### src/rtl/mem_handshake_ctrl.sv
// Multi-port memory handshake controller: records per-port completions within a pipeline step
// and holds a global stall until every requested port has returned. Optional timeout: MEM_TIMEOUT_EN.

module mem_handshake_lane (
    input  logic clk,
    input  logic rst,
    input  logic req,
    input  logic valid,
    input  logic load,
    input  logic clr,
    output logic issue,
    output logic port_done,
    output logic done
);
    logic hit;

    assign hit       = req & valid;
    assign issue     = req & ~done;
    assign port_done = ~req | done | valid;

    // load starts a fresh step (nothing recorded yet); otherwise completions accumulate
    always_ff @(posedge clk) begin
        if (!rst)      done <= 1'b0;
        else if (clr)  done <= 1'b0;
        else if (load) done <= hit;
        else           done <= done | hit;
    end
endmodule

module mem_handshake_ctrl #(
    parameter int NUM_PORTS   = 2,
    parameter int CNT_W       = 16,
    parameter int TIMEOUT_CYC = 255
) (
    input  logic                 clk,
    input  logic                 rst,
    input  logic [NUM_PORTS-1:0] req,
    input  logic [NUM_PORTS-1:0] valid,
    output logic [NUM_PORTS-1:0] issue,
    output logic                 stall,
    output logic [NUM_PORTS-1:0] done_mask,
    output logic [CNT_W-1:0]     stall_cnt,
    output logic                 timeout_err
);
    typedef enum logic {S_IDLE, S_WAIT} state_t;

    localparam logic [CNT_W-1:0] CNT_MAX = {CNT_W{1'b1}};

    state_t               state_q, state_d;
    logic [NUM_PORTS-1:0] port_done;
    logic                 all_done;
    logic                 load;

    assign all_done = &port_done;
    assign stall    = ~all_done;
    assign load     = (state_q == S_IDLE);

    for (genvar i = 0; i < NUM_PORTS; i++) begin : g_lane
        mem_handshake_lane u_lane (
            .clk       (clk),
            .rst       (rst),
            .req       (req[i]),
            .valid     (valid[i]),
            .load      (load),
            .clr       (all_done),
            .issue     (issue[i]),
            .port_done (port_done[i]),
            .done      (done_mask[i])
        );
    end

    always_ff @(posedge clk) begin
        if (!rst) state_q <= S_IDLE;
        else      state_q <= state_d;
    end

    always_comb begin
        state_d = state_q;
        case (state_q)
            S_IDLE:  if (!all_done) state_d = S_WAIT;
            S_WAIT:  if (all_done)  state_d = S_IDLE;
            default: state_d = S_IDLE;
        endcase
    end

    always_ff @(posedge clk) begin
        if (!rst)                            stall_cnt <= '0;
        else if (stall && stall_cnt != CNT_MAX) stall_cnt <= stall_cnt + 1'b1;
    end

`ifdef MEM_TIMEOUT_EN
    logic [CNT_W-1:0] to_cnt;
    logic [CNT_W-1:0] to_nxt;

    assign to_nxt = (to_cnt == CNT_MAX) ? to_cnt : to_cnt + 1'b1;

    // flag rises on the edge where the consecutive-stall run reaches the limit
    always_ff @(posedge clk) begin
        if (!rst) begin
            to_cnt      <= '0;
            timeout_err <= 1'b0;
        end else if (stall) begin
            to_cnt <= to_nxt;
            if (to_nxt >= CNT_W'(TIMEOUT_CYC)) timeout_err <= 1'b1;
        end else begin
            to_cnt <= '0;
        end
    end
`else
    assign timeout_err = 1'b0;
`endif
endmodule

### config.mk
export PLATFORM = sky130hd
export DESIGN_NAME = mem_handshake_ctrl
export DESIGN_NICKNAME = d
export VERILOG_FILES = /design/src/rtl/mem_handshake_ctrl.sv
export SDC_FILE = /design/constraint.sdc
export NUM_CORES = 1
export LEC_CHECK = 0
export ABC_AREA = 1
export CELL_PAD_IN_SITES_DETAIL_PLACEMENT = 2
export CELL_PAD_IN_SITES_GLOBAL_PLACEMENT = 2
export CORE_ASPECT_RATIO = 0.75
export CORE_UTILIZATION = 32
export CTS_BUF_LIST = sky130_fd_sc_hd__clkbuf_16
export CTS_CLUSTER_DIAMETER = 80
export CTS_CLUSTER_SIZE = 30
export DETAILED_ROUTE_END_ITERATION = 12
export DONT_BUFFER_PORTS = 1
export GPL_TIMING_DRIVEN = 0
export PLACE_DENSITY = 0.85
export SLEW_MARGIN = 20
export SYNTH_ARGS = -nofsm -noshare
export SYNTH_HDL_FRONTEND = slang
export SYNTH_SLANG_ARGS = --single-unit
### constraint.sdc
create_clock -name clk -period 1.7 [get_ports clk]
set_input_delay 0.17 -clock clk [delete_from_list [all_inputs] [get_ports clk]]
set_output_delay 0.17 -clock clk [all_outputs]
set_load 0.005 [all_outputs]
* After elaboration in Yosys (flattened, before gate mapping) *
Index checks and enable logic that the tools add are counted.

operators by class
  bitwise operators = 16
  reductions and logical operators = 3
  equality and inequality tests = 1
  $add $sub $neg = 1
  muxes and demuxes = 3

operator list
  operator                                                          count
  16-bit by 1-bit adder with 16-bit output (second input constant)  1
  16-bit inequality test (second input constant)                    1
  1-bit NOT                                                         6
  1-bit bitwise OR                                                  6
  1-bit AND                                                         4
  1-bit 2-to-1 mux                                                  3
  2-bit AND reduction                                               1
  2-bit OR reduction                                                1
  1-bit logical AND                                                 1

storage, ports and cells
  logic and storage cells = 28
  input bits = 6
  register bits = 19
  output and inout bits = 22

* Longest topological paths before layout *
Gate-level depths: netlist of run 1.

  word-level depth = 6
  depth in mapped cells = 9
  gate-level depth less buffers = 9

* Modules after synthesis *
A second synthesis of run 1 with hierarchy kept.

second synthesis, totals
  cell total of the unflattened synthesis = 189
  area, all modules = 1,164.9 um^2

by module, submodules not included
  module              area an instance (um^2)  instances  cells each  seq. area each (um^2)
  mem_handshake_ctrl  1,042.2                  1          167         340.3
  mem_handshake_lane  61.3                     2          11          20.0

* Worst setup path after synthesis of run 1 *
Ideal clock, no wire load.

  path type = register to register
  from = register stall_cnt[0]
  to = register stall_cnt[1]
  setup time = 116 ps
  path buffers = 0
  period minus slack after synthesis = 1,367 ps
  slack = 333 ps
  required time = 1,584 ps
  data arrival time = 1,251 ps
  stages on the path, launching flop included = 9
  cell sequence = dfxtp_1 -> ha_1 -> nand2_1 -> nor2_2 -> nand2_2 -> nor2_4 -> nor2_2 -> o21ai_0 -> nor2_1

on the way
  longest elaborated chain between the ends = 2
  elaborated cells between the ends (all ways) = 3
  classes of those cells = add/sub (1); eq/ne (1); reduce/logical (1)

ends and longest elaborated chain
  item                                                                                              line  source
  start, declared                                                                                   42    output logic [CNT_W-1:0] stall_cnt,
  start signal, assigned                                                                            88    else if (stall && stall_cnt != CNT_MAX) stall_cnt <= stall_cnt + 1'b1;
  parallel branches: the longest is 2 deep, another holds 16-bit by 1-bit adder with 16-bit output  -

Parallel ways; which one is timed is not known.
A chain may end at the register's enable or synchronous reset.

* Worst setup path after layout of run 1 *
  from = register stall_cnt[1]
  to = register stall_cnt[11]

The elaborated chain is that of the path after synthesis.

==> reports/metrics.cfg, run 1 <==
[power]
power_mw = 1.03
share_clk_of_total_power_pct = 47.2
power.static_leakage_nw = 0.529
power_frac_comb_pct = 7.3
pwrdens_nw_per_um2 = 835
power.net_switching_mw = 0.230
power.sequential.fraction_pct = 45.5
irDropWorstVdd_uv = 414
switching_share_pct = 22.4
cellInternalPower_mw = 0.799

[synthesis]
synth_seq_cells = 19
ys_dominant_reg_cell = sky130_fd_sc_hd__dfxtp_1
netlist_instances = 167
mappedNetlistNets = 174
cell_area_synth_um2 = 1100
synth_enable_flop_cells = 0
synthArstFlopShare_pct = 0
yosys_warnings = 0
synth.avg_cell_area_um2 = 6.57
synth_seq_area_share_pct = 34.7
synth_cell_types = 23

[die]
floorplan.initialDensity_pct = 33.4
floorplan.io_pins = 28
floorplan.die.height_um = 52.7
die_area_um2 = 3670
placeableCoreArea_um2 = 3290
std_cell_rows = 18
dieWidth_um = 69.6

[critical_path]
cp_data_required_time_ns = 1.84
worstPathArrival_ns = 1.72
critPathMaxFanout = 10
worstSetupStartpointType = flip-flop
worstReg2RegEnd = stall_cnt[11]$_SDFFE_PN0P_
reg2reg_setup_slack_ns = 0.12
worst_r2r_path_depth = 8
reg2reg_from = stall_cnt[1]$_SDFFE_PN0P_
worst_path_class_setup = reg -> reg
timing.critical_path.to_type = flip-flop

[sta]
timing.fmax_mhz = 634
fin_hold_ws_ns = 0.0501
finalHoldViolations = 0
final_report_setup_violation_count = 0
report.final.slew_viol_count = 0
timing.final.crit_period_ns = 1.58
layout_worst_path_cycle_share_pct = 92.8
timing.clock.skew_ns = 0.00188

[detailed_routing]
route.final.wire_length_um = 3310
routed-via-count = 1082
viasPerCell = 5.13
remaining_drc_errors = 0
detailedRoute.firstIterationViolations = 35
average_routed_wire_per_standard_cell_um = 15.7
drt_pre_antenna_iters = 4
route.antenna.remaining_nets = 0

[clock_tree]
clock_insertion_delay_worst_skew_ns = 0.25
clock_tree_from_tritoncts = built
ctsHtreeMaxLevel = 1
clock-sinks = 19
cts-root-buf = sky130_fd_sc_hd__clkbuf_16
tritoncts.num_buffers = 3
cts.clk_slew.worst_paths_ns = 0.06
post_cts_hold_buffer_count = 0
cts.path.max_buffers = 2

[global_route]
via_count_of_the_first_global_routing_pass = 1162
pin_count_of_the_biggest_net_entering_global_routing = 11
overflow = 0
grt_use_total_pct = 19.6
global_route.usage.met1_pct = 22.1
use_met3_pct = 5.77
wire_length_of_the_first_global_routing_pass_um = 5550
grt_most_used_layer = met2
initial_antenna_violation_count = 0
globalRouteMet2Util_pct = 37.4

[finish]
post_layout_nonfiller_instances = 211
areaGrowthSynthToFinish_pct = 12.3
post_route_cell_area_um2 = 1230
total_area_of_multi_input_combinational_cells_um2 = 606
utilization_pct = 37.5
layout_commonest_cell = sky130_fd_sc_hd__nand2_1
sequential_cell_area_in_the_final_layout_um2 = 382
most-common-layout-cells = 37 x sky130_fd_sc_hd__nand2_1, 36 x sky130_fd_sc_hd__nor2_1, 18 x sky130_fd_sc_hd__inv_1, 18 x sky130_fd_sc_hd__dfxtp_1, 14 x sky130_fd_sc_hd__nand3_1
design.final.nets = 179
fillCellCount = 404
diodes = 0
ratio_of_cells_with_drive_above_1_in_the_final_layout_pct = 15.2

[outcome]
run_status = complete, no violations

[place]
portBuffers = 0
place.gp.congestion = 0.756
post_dp_cell_area_um2 = 1150
hpwlAfterDp_um = 2570
dpl.cell_count = 207

[hold_path]
min_from = rst
worstHoldEndpoint = stall_cnt[15]$_SDFFE_PN0P_
holdPathStages = 2
hold_path_class = in -> reg

[flow_run]
cap_violations = 0

logic make-up after synthesis:
family | synth area share, %
flip-flops | 34.7
other | 0.342
AND/OR/NAND/NOR | 45.7
buffers and inverters | 10.6
AO/OA/AOI/OAI | 7.53
adder cells (fa/ha/maj) | 1.14
power by group through the flow:
| stage | Sequential (mW) | Clock [mW] | Combinational, mW |
|---|---|---|---|
| floorplan | 0.474 | 0 | 0.0578 |
| global placement | 0.476 | 0 | 0.0676 |
| detailed placement | 0.477 | 0 | 0.0750 |
| CTS | 0.468 | 0.501 | 0.0761 |
| global route | 0.469 | 0.512 | 0.0849 |
| finish | 0.468 | 0.486 | 0.0755 |
layout make-up:
class / count / share of cell area, %
Multi-Input combinational cell: 124 / 49.1
Sequential cell: 19 / 31.0
Clock buffer: 3 / 6.09
Inverter: 18 / 5.48
Tap cell: 40 / 4.06
Buffer: 6 / 3.96
Clock inverter: 1 / 0.305
flip-flops by register name, summed over array words and instances, names as in the netlist:
name                count
g_lane.u_lane.done      2
stall_cnt              16
state_q                 1
worst max-delay path, cell delays in order (launching register included):
cell and delay (ns):
sky130_fd_sc_hd__dfxtp_1 0.38, sky130_fd_sc_hd__ha_1 0.21, sky130_fd_sc_hd__nand2_1 0.13, sky130_fd_sc_hd__nor2_4 0.14
sky130_fd_sc_hd__nand2_2 0.10, sky130_fd_sc_hd__nor2_4 0.16, sky130_fd_sc_hd__nor2_4 0.09, sky130_fd_sc_hd__a21oi_1 0.17
sky130_fd_sc_hd__nor2_1 0.07
worst max path at each step:
stage                                   start                         end  slack (ns)  depth (start not counted)
floorplan           stall_cnt[0]$_SDFFE_PN0P_   stall_cnt[1]$_SDFFE_PN0P_        0.33                          8
global placement    stall_cnt[0]$_SDFFE_PN0P_   stall_cnt[1]$_SDFFE_PN0P_        0.17                          8
detailed placement  stall_cnt[0]$_SDFFE_PN0P_   stall_cnt[1]$_SDFFE_PN0P_       0.006                          8
CTS                 stall_cnt[1]$_SDFFE_PN0P_   stall_cnt[1]$_SDFFE_PN0P_       0.008                          8
global route        stall_cnt[1]$_SDFFE_PN0P_   stall_cnt[2]$_SDFFE_PN0P_       -0.01                          7
finish              stall_cnt[1]$_SDFFE_PN0P_  stall_cnt[11]$_SDFFE_PN0P_        0.12                          8
repair_timing:
item,4_1_cts,5_1_grt
setup buffers,0,0
endpoints found under the setup margin,2,10
resized for setup,1,2
pin swaps,0,1
through the flow:
stage	worst slack, ns	setup TNS, ns
floorplan	0.333	0
global placement	0.170	0
detailed placement	0.00563	0
CTS	0.00751	0
global route	-0.0104	-0.0225
finish	0.122	0
synthesized netlist by cell type (2+ instances only):
cell type	count	area [um2]
sky130_fd_sc_hd__nand2_1	37	139
sky130_fd_sc_hd__nor2_1	36	135
sky130_fd_sc_hd__dfxtp_1	19	380
sky130_fd_sc_hd__inv_1	17	63.8
sky130_fd_sc_hd__nand3_1	14	70.1
sky130_fd_sc_hd__a21oi_1	10	50.1
sky130_fd_sc_hd__buf_4	5	37.5
sky130_fd_sc_hd__nor2_2	5	31.3
sky130_fd_sc_hd__o21ai_0	4	20.0
sky130_fd_sc_hd__nand2_2	3	18.8
sky130_fd_sc_hd__nor2_4	3	33.8
sky130_fd_sc_hd__and2_1	2	12.5
sky130_fd_sc_hd__o22ai_1	2	12.5
per-layer routing:
layer	part of all wire, %	vias to the layer above
met1	44	526
met5	0	-
met2	51	20
met3	4.6	4
met4	0.70	0
li1	-	532
Power figures use the tool's default switching activity.
==> inputs of run 2 (changes only) <==
CTS_CLUSTER_SIZE = 8   (was 30)
==> results of run 2 <==
Final layout, timing and power as in run 1 (identical DEF).
==> inputs of run 3 (changes only) <==
CELL_PAD_IN_SITES_DETAIL_PLACEMENT = 0   (was 2)
CELL_PAD_IN_SITES_GLOBAL_PLACEMENT = 1   (was 2)
CORE_UTILIZATION = 40   (was 32)
PLACE_DENSITY = 0.82   (was 0.85)
==> run 3 against run 2 <==
Effect of this change: cell count is 1.9% lower; wire length is 29% lower; non-clock buffer count stayed put; fmax is 3.2% higher; critical path type unchanged.
==> reports/metrics.cfg, run 3 (synthesized netlist as in run 1, its figures left out) <==
[finish]
largest_register_ff_count = 16
design.final.nets = 179
most-common-layout-cells = 37 x sky130_fd_sc_hd__nand2_1, 35 x sky130_fd_sc_hd__nor2_1, 18 x sky130_fd_sc_hd__inv_1, 18 x sky130_fd_sc_hd__dfxtp_1, 14 x sky130_fd_sc_hd__nand3_1
reg.largest.list = stall_cnt: 16 flops, g_lane.u_lane.done: 2 flops, state_q: 1 flops
layout_commonest_cell = sky130_fd_sc_hd__nand2_1
post_layout_nonfiller_instances = 207
fillCellCount = 278
registers.top_by_ff_count = stall_cnt
ratio_of_cells_with_drive_above_1_in_the_final_layout_pct = 15.8
areaGrowthSynthToFinish_pct = 11.6
diodes = 0

[die]
floorplan.io_pins = 28
floorplan.die.height_um = 47.4
die_area_um2 = 2960
dieWidth_um = 62.5
placeableCoreArea_um2 = 2600
std_cell_rows = 16
floorplan.initialDensity_pct = 42.2

[sta]
final_report_setup_violation_count = 0
final.setup.tns_ns = 0
finalHoldViolations = 0
layout_worst_path_cycle_share_pct = 90.0
timing.final.crit_period_ns = 1.53
timing.clock.skew_ns = 0.00213
timing.fmax_mhz = 654
report.final.slew_viol_count = 0
unrepaired_setup_endpoints_after_global_routing = false

[critical_path]
cell_type_with_the_highest_occurrence_count_on_the_critical_path = sky130_fd_sc_hd__nor2_2
worstSetupStartpointType = flip-flop
max_stage_delay_ns = 0.39
reg2reg_setup_slack_ns = 0.17
cp_data_required_time_ns = 1.84
worst_path_class_setup = reg -> reg
cell_chain_critical_path = ha_1, nand2_1, nor2_2, nand2_2, nor2_4, nor2_2, o21ai_0, nor2_1
timing.critical_path.to_type = flip-flop
worst_r2r_path_depth = 8
worstReg2RegEnd = stall_cnt[1]$_SDFFE_PN0P_
worstPathArrival_ns = 1.67
timing.critical_path.slowest_stage_cell = sky130_fd_sc_hd__dfxtp_1
reg2reg_from = stall_cnt[1]$_SDFFE_PN0P_
critPathMaxFanout = 4

[hold_path]
hold_path_class = in -> reg
min_from = rst
worstHoldEndpoint = stall_cnt[15]$_SDFFE_PN0P_
holdPathStages = 2

[power]
power.static_leakage_nw = 0.529
pwrdens_nw_per_um2 = 829
irDropWorstVdd_uv = 541

[place]
place.gp.congestion = 0.772
hpwlAfterDp_um = 1820
dpl.cell_count = 203
portBuffers = 0

[detailed_routing]
viasPerCell = 4.77
detailedRoute.firstIterationViolations = 32
remaining_drc_errors = 0
route.final.wire_length_um = 2360
route.antenna.remaining_nets = 0
routed-via-count = 988
drt_pre_antenna_iters = 4
average_routed_wire_per_standard_cell_um = 11.4

[global_route]
via_count_of_the_first_global_routing_pass = 880
grt_use_total_pct = 18.1
overflow = 0
wire_length_of_the_first_global_routing_pass_um = 4010
pin_count_of_the_biggest_net_entering_global_routing = 11
initial_antenna_violation_count = 0

[outcome]
run_status = complete, no violations

[clock_tree]
cts-root-buf = sky130_fd_sc_hd__clkbuf_16
cts.path.max_buffers = 2
clock-sinks = 19
clock_insertion_delay_worst_skew_ns = 0.25
postCtsSetupRepairBufs = 0
clock_tree_from_tritoncts = built
cts.clk_slew.worst_paths_ns = 0.05
ctsHtreeMaxLevel = 1
tritoncts.num_buffers = 3

[flow_run]
cap_violations = 0

[run 3: cell counts in the layout (fill, tap and decap cells not counted)]
No cell type changed its count.
[run 3: layout make-up]
type / count / area [um2] / share of cell area (%)
Sequential cell: 19 / 382 / 31.2
Multi-Input combinational cell: 124 / 603 / 49.2
Buffer: 6 / 48.8 / 3.98
Clock inverter: 1 / 3.75 / 0.306
Tap cell: 36 / 45.0 / 3.68
Clock buffer: 3 / 75.1 / 6.13
Inverter: 18 / 67.6 / 5.52
[run 3: timing repair]
item | CTS | global route
resized for setup | 0 | 2
hold buffers | 0 | 0
setup endpoints to repair | 0 | 11
[run 3: critical path: cells and delay by family, from the launching register on]
kind / cells / cell delay [ns]
AO/OA/AOI/OAI: 1 / 0.16
AND/OR/NAND/NOR: 6 / 0.66
flip-flops: 1 / 0.39
adder cells (fa/ha/maj): 1 / 0.21
[run 3: routing by layer]
metal / vias up / wire, um / track usage (%)
li1: 528 / - / -
met1: 431 / 1130 / 22.0
met2: 24 / 1040 / 30.2
met3: 5 / 158 / 6.55
met4: 0 / 27 / 6.98
met5: - / 0 / 0
[run 3: power breakdown]
group	internal (mW)	switching [mW]
clock	0.313	0.165
combinational	0.0293	0.0401
sequential	0.456	0.0120
[run 3: worst max path at each step]
stage                                    startpoint  cells after the start                        end  slack (ns)
final                     stall_cnt[1]$_SDFFE_PN0P_                      8  stall_cnt[1]$_SDFFE_PN0P_        0.17
after global routing      stall_cnt[1]$_SDFFE_PN0P_                      8  stall_cnt[9]$_SDFFE_PN0P_        0.02
after CTS                 stall_cnt[0]$_SDFFE_PN0P_                      8  stall_cnt[1]$_SDFFE_PN0P_        0.12
after detailed placement  stall_cnt[0]$_SDFFE_PN0P_                      8  stall_cnt[1]$_SDFFE_PN0P_        0.13
after global placement    stall_cnt[0]$_SDFFE_PN0P_                      8  stall_cnt[1]$_SDFFE_PN0P_        0.19
after floorplan           stall_cnt[0]$_SDFFE_PN0P_                      8  stall_cnt[1]$_SDFFE_PN0P_        0.33
[run 3: stage by stage]
step | area (um2) | power [mW] | utilization [%] | hold slack [ns] | worst slack, ns
2_1_floorplan | 1100 | 0.532 | - | 0.291 | 0.333
3_3_place_gp | 1140 | 0.544 | 43.9 | 0.295 | 0.190
3_5_place_dp | 1140 | 0.546 | 43.9 | 0.302 | 0.129
4_1_cts | 1220 | 1.03 | 46.9 | 0.0351 | 0.117
5_1_grt | 1220 | 1.07 | 47.1 | 0.0471 | 0.0184
6_report | 1220 | 1.02 | 47.1 | 0.0374 | 0.171
